--- config.mk ---
export PLATFORM = sky130hd
export DESIGN_NAME = down_counter_ctrl_flat
export DESIGN_NICKNAME = d
export VERILOG_FILES = /design/src/rtl/down_counter_ctrl_if.sv /design/src/rtl/down_counter_ctrl.sv /design/src/flat_wrapper.sv
export SDC_FILE = /design/constraint.sdc
export NUM_CORES = 1
export LEC_CHECK = 0
export BUFFER_PORTS_ARGS = -buffer_cell sky130_fd_sc_hd__clkbuf_2
export CORE_MARGIN = 1.5
export CORE_UTILIZATION = 31
export DETAILED_ROUTE_END_ITERATION = 6
export PLACE_DENSITY_LB_ADDON = 0.3
export SLEW_MARGIN = 0
export SYNTH_ARGS = -nofsm -noshare
export SYNTH_HDL_FRONTEND = slang
export SYNTH_SLANG_ARGS = --single-unit
--- constraint.sdc ---
create_clock -name clk -period 1.8 [get_ports clk]
set_input_delay 0.18 -clock clk [delete_from_list [all_inputs] [get_ports clk]]
set_output_delay 0.18 -clock clk [all_outputs]
set_load 0.1 [all_outputs]
--- src/rtl/down_counter_ctrl_if.sv ---
// Control/status bundle for down_counter_ctrl: the master drives load/start/count_en,
// the counter (slave) returns the count value and status flags.
interface down_counter_ctrl_if #(
    parameter int WIDTH = 4
);
    logic             load;
    logic [WIDTH-1:0] load_val;
    logic             start;
    logic             count_en;
    logic [WIDTH-1:0] q_out;
    logic             tc;
    logic             busy;
    logic             done;

    modport master (
        output load, load_val, start, count_en,
        input  q_out, tc, busy, done
    );

    modport slave (
        input  load, load_val, start, count_en,
        output q_out, tc, busy, done
    );
endinterface

--- src/rtl/down_counter_ctrl.sv ---
// Loadable down-counter with IDLE/RUN/DONE control FSM and registered terminal-count pulse.
// Define DOWN_COUNTER_AUTO_RELOAD_EN for periodic mode (reload at terminal count instead of stopping).
module down_counter_ctrl #(
    parameter int WIDTH = 4
) (
    input  logic              clk,
    input  logic              reset,
    down_counter_ctrl_if.slave bus
);

    typedef enum logic [1:0] {
        IDLE = 2'd0,
        RUN  = 2'd1,
        DONE = 2'd2
    } state_t;

    localparam logic [WIDTH-1:0] ONE = {{(WIDTH-1){1'b0}}, 1'b1};

    state_t           state;
    state_t           state_next;
    logic [WIDTH-1:0] count;
    logic [WIDTH-1:0] count_next;
    logic [WIDTH-1:0] reload;
    logic [WIDTH-1:0] reload_next;
    logic             tc_reg;
    logic             tc_next;

    always_ff @(posedge clk) begin
        if (reset) begin
            state  <= IDLE;
            count  <= '0;
            reload <= '0;
            tc_reg <= 1'b0;
        end else begin
            state  <= state_next;
            count  <= count_next;
            reload <= reload_next;
            tc_reg <= tc_next;
        end
    end

    // Priority is load > start > count_en; tc defaults low so it is only ever a one-cycle pulse.
    always_comb begin
        state_next  = state;
        count_next  = count;
        reload_next = reload;
        tc_next     = 1'b0;

        if (bus.load) begin
            count_next  = bus.load_val;
            reload_next = bus.load_val;
            state_next  = IDLE;
        end else begin
            case (state)
                IDLE: begin
                    if (bus.start) begin
                        if (count != '0) begin
                            state_next = RUN;
                        end else begin
                            state_next = DONE;
                            tc_next    = 1'b1;
                        end
                    end
                end
                RUN: begin
                    if (bus.count_en) begin
                        if (count > ONE) begin
                            count_next = count - ONE;
                        end else if (count == ONE) begin
                            tc_next = 1'b1;
`ifdef DOWN_COUNTER_AUTO_RELOAD_EN
                            if (reload != '0) begin
                                count_next = reload;
                            end else begin
                                count_next = '0;
                                state_next = DONE;
                            end
`else
                            count_next = '0;
                            state_next = DONE;
`endif
                        end
                    end
                end
                DONE: begin
                    count_next = '0;
                    if (bus.start) begin
                        if (reload != '0) begin
                            count_next = reload;
                            state_next = RUN;
                        end else begin
                            tc_next = 1'b1;
                        end
                    end
                end
                default: begin
                    state_next = IDLE;
                    count_next = '0;
                end
            endcase
        end
    end

    assign bus.q_out = count;
    assign bus.tc    = tc_reg;
    assign bus.busy  = (state == RUN);
    assign bus.done  = (state == DONE);

endmodule

--- src/flat_wrapper.sv ---
// flat-port wrapper written by rule: the top's interface ports become plain ports
module down_counter_ctrl_flat 
#(
    parameter int WIDTH = 4
)
  (clk, reset, bus_load, bus_load_val, bus_start, bus_count_en, bus_q_out, bus_tc, bus_busy, bus_done);
  down_counter_ctrl_if #(.WIDTH(WIDTH)) bus_i ();
  input  logic clk;
  input  logic reset;
  input wire logic [$bits(bus_i.load)-1:0] bus_load;
  input wire logic [$bits(bus_i.load_val)-1:0] bus_load_val;
  input wire logic [$bits(bus_i.start)-1:0] bus_start;
  input wire logic [$bits(bus_i.count_en)-1:0] bus_count_en;
  output wire logic [$bits(bus_i.q_out)-1:0] bus_q_out;
  output wire logic [$bits(bus_i.tc)-1:0] bus_tc;
  output wire logic [$bits(bus_i.busy)-1:0] bus_busy;
  output wire logic [$bits(bus_i.done)-1:0] bus_done;
  assign bus_i.load = bus_load;
  assign bus_i.load_val = bus_load_val;
  assign bus_i.start = bus_start;
  assign bus_i.count_en = bus_count_en;
  assign bus_q_out = bus_i.q_out;
  assign bus_tc = bus_i.tc;
  assign bus_busy = bus_i.busy;
  assign bus_done = bus_i.done;
  down_counter_ctrl #(.WIDTH(WIDTH)) u_core (.clk(clk), .reset(reset), .bus(bus_i));
endmodule
==> metrics.csv, run 1 <==
metric,value,unit
cpPeakStageDelay,510,ps
synthesis.area,751,um^2
synthTopCellsByArea,"dfxtp_1 29%, ha_1 12%, nor2_1 5.5%",
finalNonFillerCells,136,
path_class,flip-flop to flip-flop,
path_clk_slew,70,ps
post_drt_wl_per_cell,13.7,um
fill_cells,247,
area_growth,24.8,%
groute.usage.overall,0.157,
rsz0062_at_grt,no,
p_leak,0.000399,uW
portBuffers,15,
die_w,52.2,um
cts_buffers,3,
dp.final_hpwl,1430,um
path_cells,inv_1 -> ha_2 -> and4bb_1 -> o22ai_1 -> or4_1 -> o211a_1,
dpl_cell_area,908,um^2
antenna_cells,0,
first_pass_iters,4,
drv_cap,0,
rr_worst_depth,6,
startpoint_type,flip-flop,
layout_min_cycle_time,1730,ps
core_area,2250,um^2
hp-class,input pin to flip-flop,
synthCells,89,
crit_slowest_cell,or4_1,
min_path_cells,3,
mostFrequentLayoutCell,clkbuf_2,
ioPinCount,16,
syn_area_per_cell,8.44,um^2
tightest_slew,542,ps
final_cell_mix,"15 x clkbuf_2, 11 x nor2_1, 6 x inv_1, 6 x dfxtp_1",
timing.fmax,578,MHz
ir_drop,0.376,mV
grt_pass1_wl,3150,um
grt_max_degree,15,
yosysTopAreaCell,dfxtp_1,
rr_endpoint,u_core.state[0],
die_area,2730,um^2
htreeDepth,1,
initial_core_util,0.333,
finalMaxSlewViolations,0,
final_area,937,um^2
cts.sinks,11,
ys_warn_count,0,
ys_ff_latch,11,
hold_viol_final,0,
post_cts_buffers,0,
timing.final.crit_share,0.962,
fin_worst_skew,1.49,ps
num_rows,17,
drt_wl_total,1870,um
r2r-start,u_core.bus.q_out[1],
ys_types,35,
powerDensity,747,nW/um^2
nNetsFinal,125,
hold_start,bus_load_val[3],
yosysSeqAreaShare,0.293,
min_to,u_core.reload[3],
dp.cells,132,
antenna_found_initial,0,
synth_top_area_frac,0.293,
holdWs,156,ps
slew_headroom,0.640,
synth_nets,105,
path_max_fanout,4,
clk_path_buf_depth,2,
run_status,completed,
final-setup-viol-count,0,
drive_above_1_share,0.287,
cts_tree,yes,
gp_congestion,0.840,
worstPathArrival,1900,ps
crit_required,1970,ps
drcViolationCount,0,
die_y,52.2,um
dr.first_iter.drc_count,18,
cts_root_buf,clkbuf_4,
p_total,700,uW
gr-total-overflow,0,
r2r_slack,70,ps
vias,733,
ant_nets,0,
grt_pass1_vias,675,
via_per_inst,5.39,
insertion_delay,270,ps
endpoint_kind,flip-flop,
[kinds of logic (layout without fill, tap and decap cells)]
kind of cell               Yosys count  after routing  share of synthesized area
and+or+nand+nor                     33             33                      0.242
AOI/OAI and AO/OA                   26             26                      0.263
adders and majority gates            7              7                      0.117
buffers and inverters                9             28                     0.0450
muxes                                3              3                     0.0400
DFF                                 11             11                      0.293
[timing repair]
item / CTS / global route
hold buffers: 0 / 0
setup endpoints to repair: 0 / 1
gates resized for setup: 0 / 1
[how the worst max path moves through the flow]
stage	to	slack [ps]	start	cells past startpoint
6_report	u_core.state[0]	70	u_core.bus.q_out[1]	6
5_1_grt	u_core.state[0]	2	u_core.bus.q_out[1]	6
4_1_cts	u_core.state[0]	60	u_core.bus.q_out[1]	6
3_5_place_dp	u_core.state[0]	90	u_core.bus.q_out[1]	6
3_3_place_gp	u_core.state[0]	160	u_core.bus.q_out[1]	6
2_1_floorplan	u_core.state[0]	-40	u_core.state[0]	7
[Yosys cell counts, drive strengths merged]
master   number
o2bb2ai       2
nor3b         1
o21ai         4
a211oi        1
mux2i         3
o221ai        2
dfxtp        11
nand2b        3
nand3         3
buf           1
nor3          2
a31oi         2
and2          1
or2           1
ha            7
nand4b        1
inv           6
nor4          2
o311a         1
o31a          1
nor2         11
a41o          1
or4           1
nand2         4
a21oi         3
o211a         1
a2111oi       1
and4bb        1
nand4bb       1
o22ai         1
a22oi         3
clkbuf        2
o211ai        1
a211o         2
and3b         1
[stage by stage]
| step | worst slack, ps | utilization | TNS [ps] |
|---|---|---|---|
| floorplan | -35.2 | - | -35.2 |
| global placement | 161 | 0.403 | 0 |
| detailed placement | 91.9 | 0.403 | 0 |
| CTS | 62.5 | 0.415 | 0 |
| global route | 1.57 | 0.416 | 0 |
| finish | 69.2 | 0.416 | 0 |
[cell type report]
type                    count  area, um^2  share of cell area
multi-input cells          69         524               0.559
flip-flops and latches     11         231               0.247
repair buffers             18        97.6               0.104
well taps                  28        35.0              0.0374
clock buffers               4        26.3              0.0280
inverters                   6        22.5              0.0240
[power by group]
group / leakage, uW / total [uW] / internal [uW] / switching (uW)
clock: 0.0000150 / 172 / 86.1 / 86.0
sequential: 0.0000929 / 274 / 259 / 15.5
combinational: 0.000292 / 254 / 78.6 / 176
total: 0.000399 / 700 / 423 / 277
[worst max-delay path: cells and delay by family, from the launching register on]
kind	cells	cell delay [ps]
adders and majority gates	1	200
buffers and inverters	1	80
DFF	1	350
AOI/OAI and AO/OA	2	260
and+or+nand+nor	2	740
[routing by layer]
layer | share of wire | global-route usage | vias up
li1 | - | - | 380
met4 | 0.021 | 0.0897 | 0
met3 | 0.045 | 0.0229 | 5
met1 | 0.49 | 0.206 | 331
met5 | 0 | 0 | -
met2 | 0.45 | 0.245 | 17
Note: power is estimated with default switching activity, not from simulation.
==> run 2, diff against run 1 <==
Settings changed: CORE_UTILIZATION 31 to 47.
==> metrics.csv, run 2 (synthesized netlist as in run 1, its figures left out) <==
metric,value,unit
rsz0062_at_grt,no,
final_cell_mix,"15 x clkbuf_2, 11 x nor2_1, 6 x inv_1, 6 x dfxtp_1, 5 x ha_1",
fin_tns_setup,0,ps
ioPinCount,16,
slew_headroom,0.640,
grt_max_degree,15,
post_drt_wl_per_cell,14.0,um
dpl_cell_area,893,um^2
fin_util,0.610,
hold_buffers,0,
hold_viol_final,0,
cts.sinks,11,
timing.final.crit_share,0.947,
endpoint_kind,flip-flop,
worstPathArrival,1870,ps
crit_slowest_cell,or4_1,
cts_root_buf,clkbuf_4,
drv_cap,0,
cts_tree,yes,
htreeDepth,1,
gp_congestion,0.828,
run_status,completed,
path_class,flip-flop to flip-flop,
gr-total-overflow,0,
first_pass_iters,4,
startpoint_type,flip-flop,
regArea,231,um^2
path_max_fanout,4,
tightest_slew,542,ps
final_area,920,um^2
fill_cells,134,
cts_buffers,3,
finalMaxSlewViolations,0,
area_growth,22.5,%
layout_min_cycle_time,1700,ps
die_area,1850,um^2
dr.first_iter.drc_count,26,
r2r-start,u_core.bus.q_out[1],
ir_drop,0.450,mV
die_y,43.0,um
ctsResizeCount,0,
num_rows,14,
nNetsFinal,125,
crit_start,u_core.bus.q_out[1],
antenna_cells,0,
timing.fmax,587,MHz
p_leak,0.000401,uW
multiInputGateArea,522,um^2
drt_wl_total,1730,um
fin_worst_skew,2.79,ps
drive_above_1_share,0.278,
hp-class,input pin to flip-flop,
clk_path_buf_depth,2,
path_clk_slew,70,ps
hold_start,bus_load_val[3],
portBuffers,15,
die_w,43.0,um
groute.usage.overall,0.207,
grt_pass1_wl,2890,um
grt_pass1_vias,655,
dp.final_hpwl,1310,um
via_per_inst,6.21,
cpPeakStageDelay,520,ps
crit_required,1970,ps
final-setup-viol-count,0,
powerDensity,759,nW/um^2
drcViolationCount,0,
path_cells,inv_1 -> ha_1 -> and4bb_1 -> o22ai_1 -> or4_1 -> o211a_1,
insertion_delay,270,ps
vias,770,
initial_core_util,0.498,
core_area,1510,um^2
ant_nets,0,
antenna_found_initial,0,
post_cts_buffers,0,
mostFrequentLayoutCell,clkbuf_2,
[run 2: changes by cell type in the layout (fill, tap and decap cells not counted)]
| cell | before | now |
|---|---|---|
| ha_2 | 1 | 0 |
| ha_1 | 4 | 5 |
[run 2: final cells by class]
| class | count | area share |
|---|---|---|
| multi-input cells | 69 | 0.567 |
| flip-flops and latches | 11 | 0.252 |
| repair buffers | 18 | 0.106 |
| clock buffers | 4 | 0.0286 |
| inverters | 6 | 0.0245 |
| well taps | 16 | 0.0218 |
[run 2: routing by layer]
metal	part of all wire	global-route usage	up-vias
li1	-	-	374
met1	0.48	0.290	353
met2	0.41	0.312	36
met3	0.086	0.0298	7
met4	0.021	0.0909	0
met5	0	0	-
[run 2: final timing paths]
kind	endpoint	slack, ps	cells past startpoint
max	u_core.state[0]	100	6
min	u_core.reload[3]	160	3
max reg2reg	u_core.state[0]	100	6
min reg2reg	u_core.reload[2]	500	2
[run 2: metrics by stage]
| step | total power [uW] | std cells | setup WS [ps] | hold slack (ps) |
|---|---|---|---|---|
| 2_1_floorplan | 479 | 89 | -35.2 | 327 |
| 3_3_place_gp | 524 | 120 | 156 | 438 |
| 3_5_place_dp | 526 | 120 | 117 | 451 |
| 4_1_cts | 698 | 124 | 96.6 | 168 |
| 5_1_grt | 731 | 124 | 14.1 | 191 |
| 6_report | 698 | 124 | 95.6 | 161 |
[run 2: power breakdown]
| group | internal, uW | leakage (uW) | switching (uW) |
|---|---|---|---|
| Sequential | 259 | 0.0000929 | 15.3 |
| Combinational | 78.0 | 0.000293 | 173 |
| Clock | 85.9 | 0.0000150 | 87.1 |
| Total | 423 | 0.000401 | 275 |
[run 2: critical path, delay by kind of cell, from the launching register on]
kind	cells	cell delay, ps
adders and majority gates	1	190
and+or+nand+nor	2	740
DFF	1	350
AOI/OAI and AO/OA	2	240
buffers and inverters	1	70
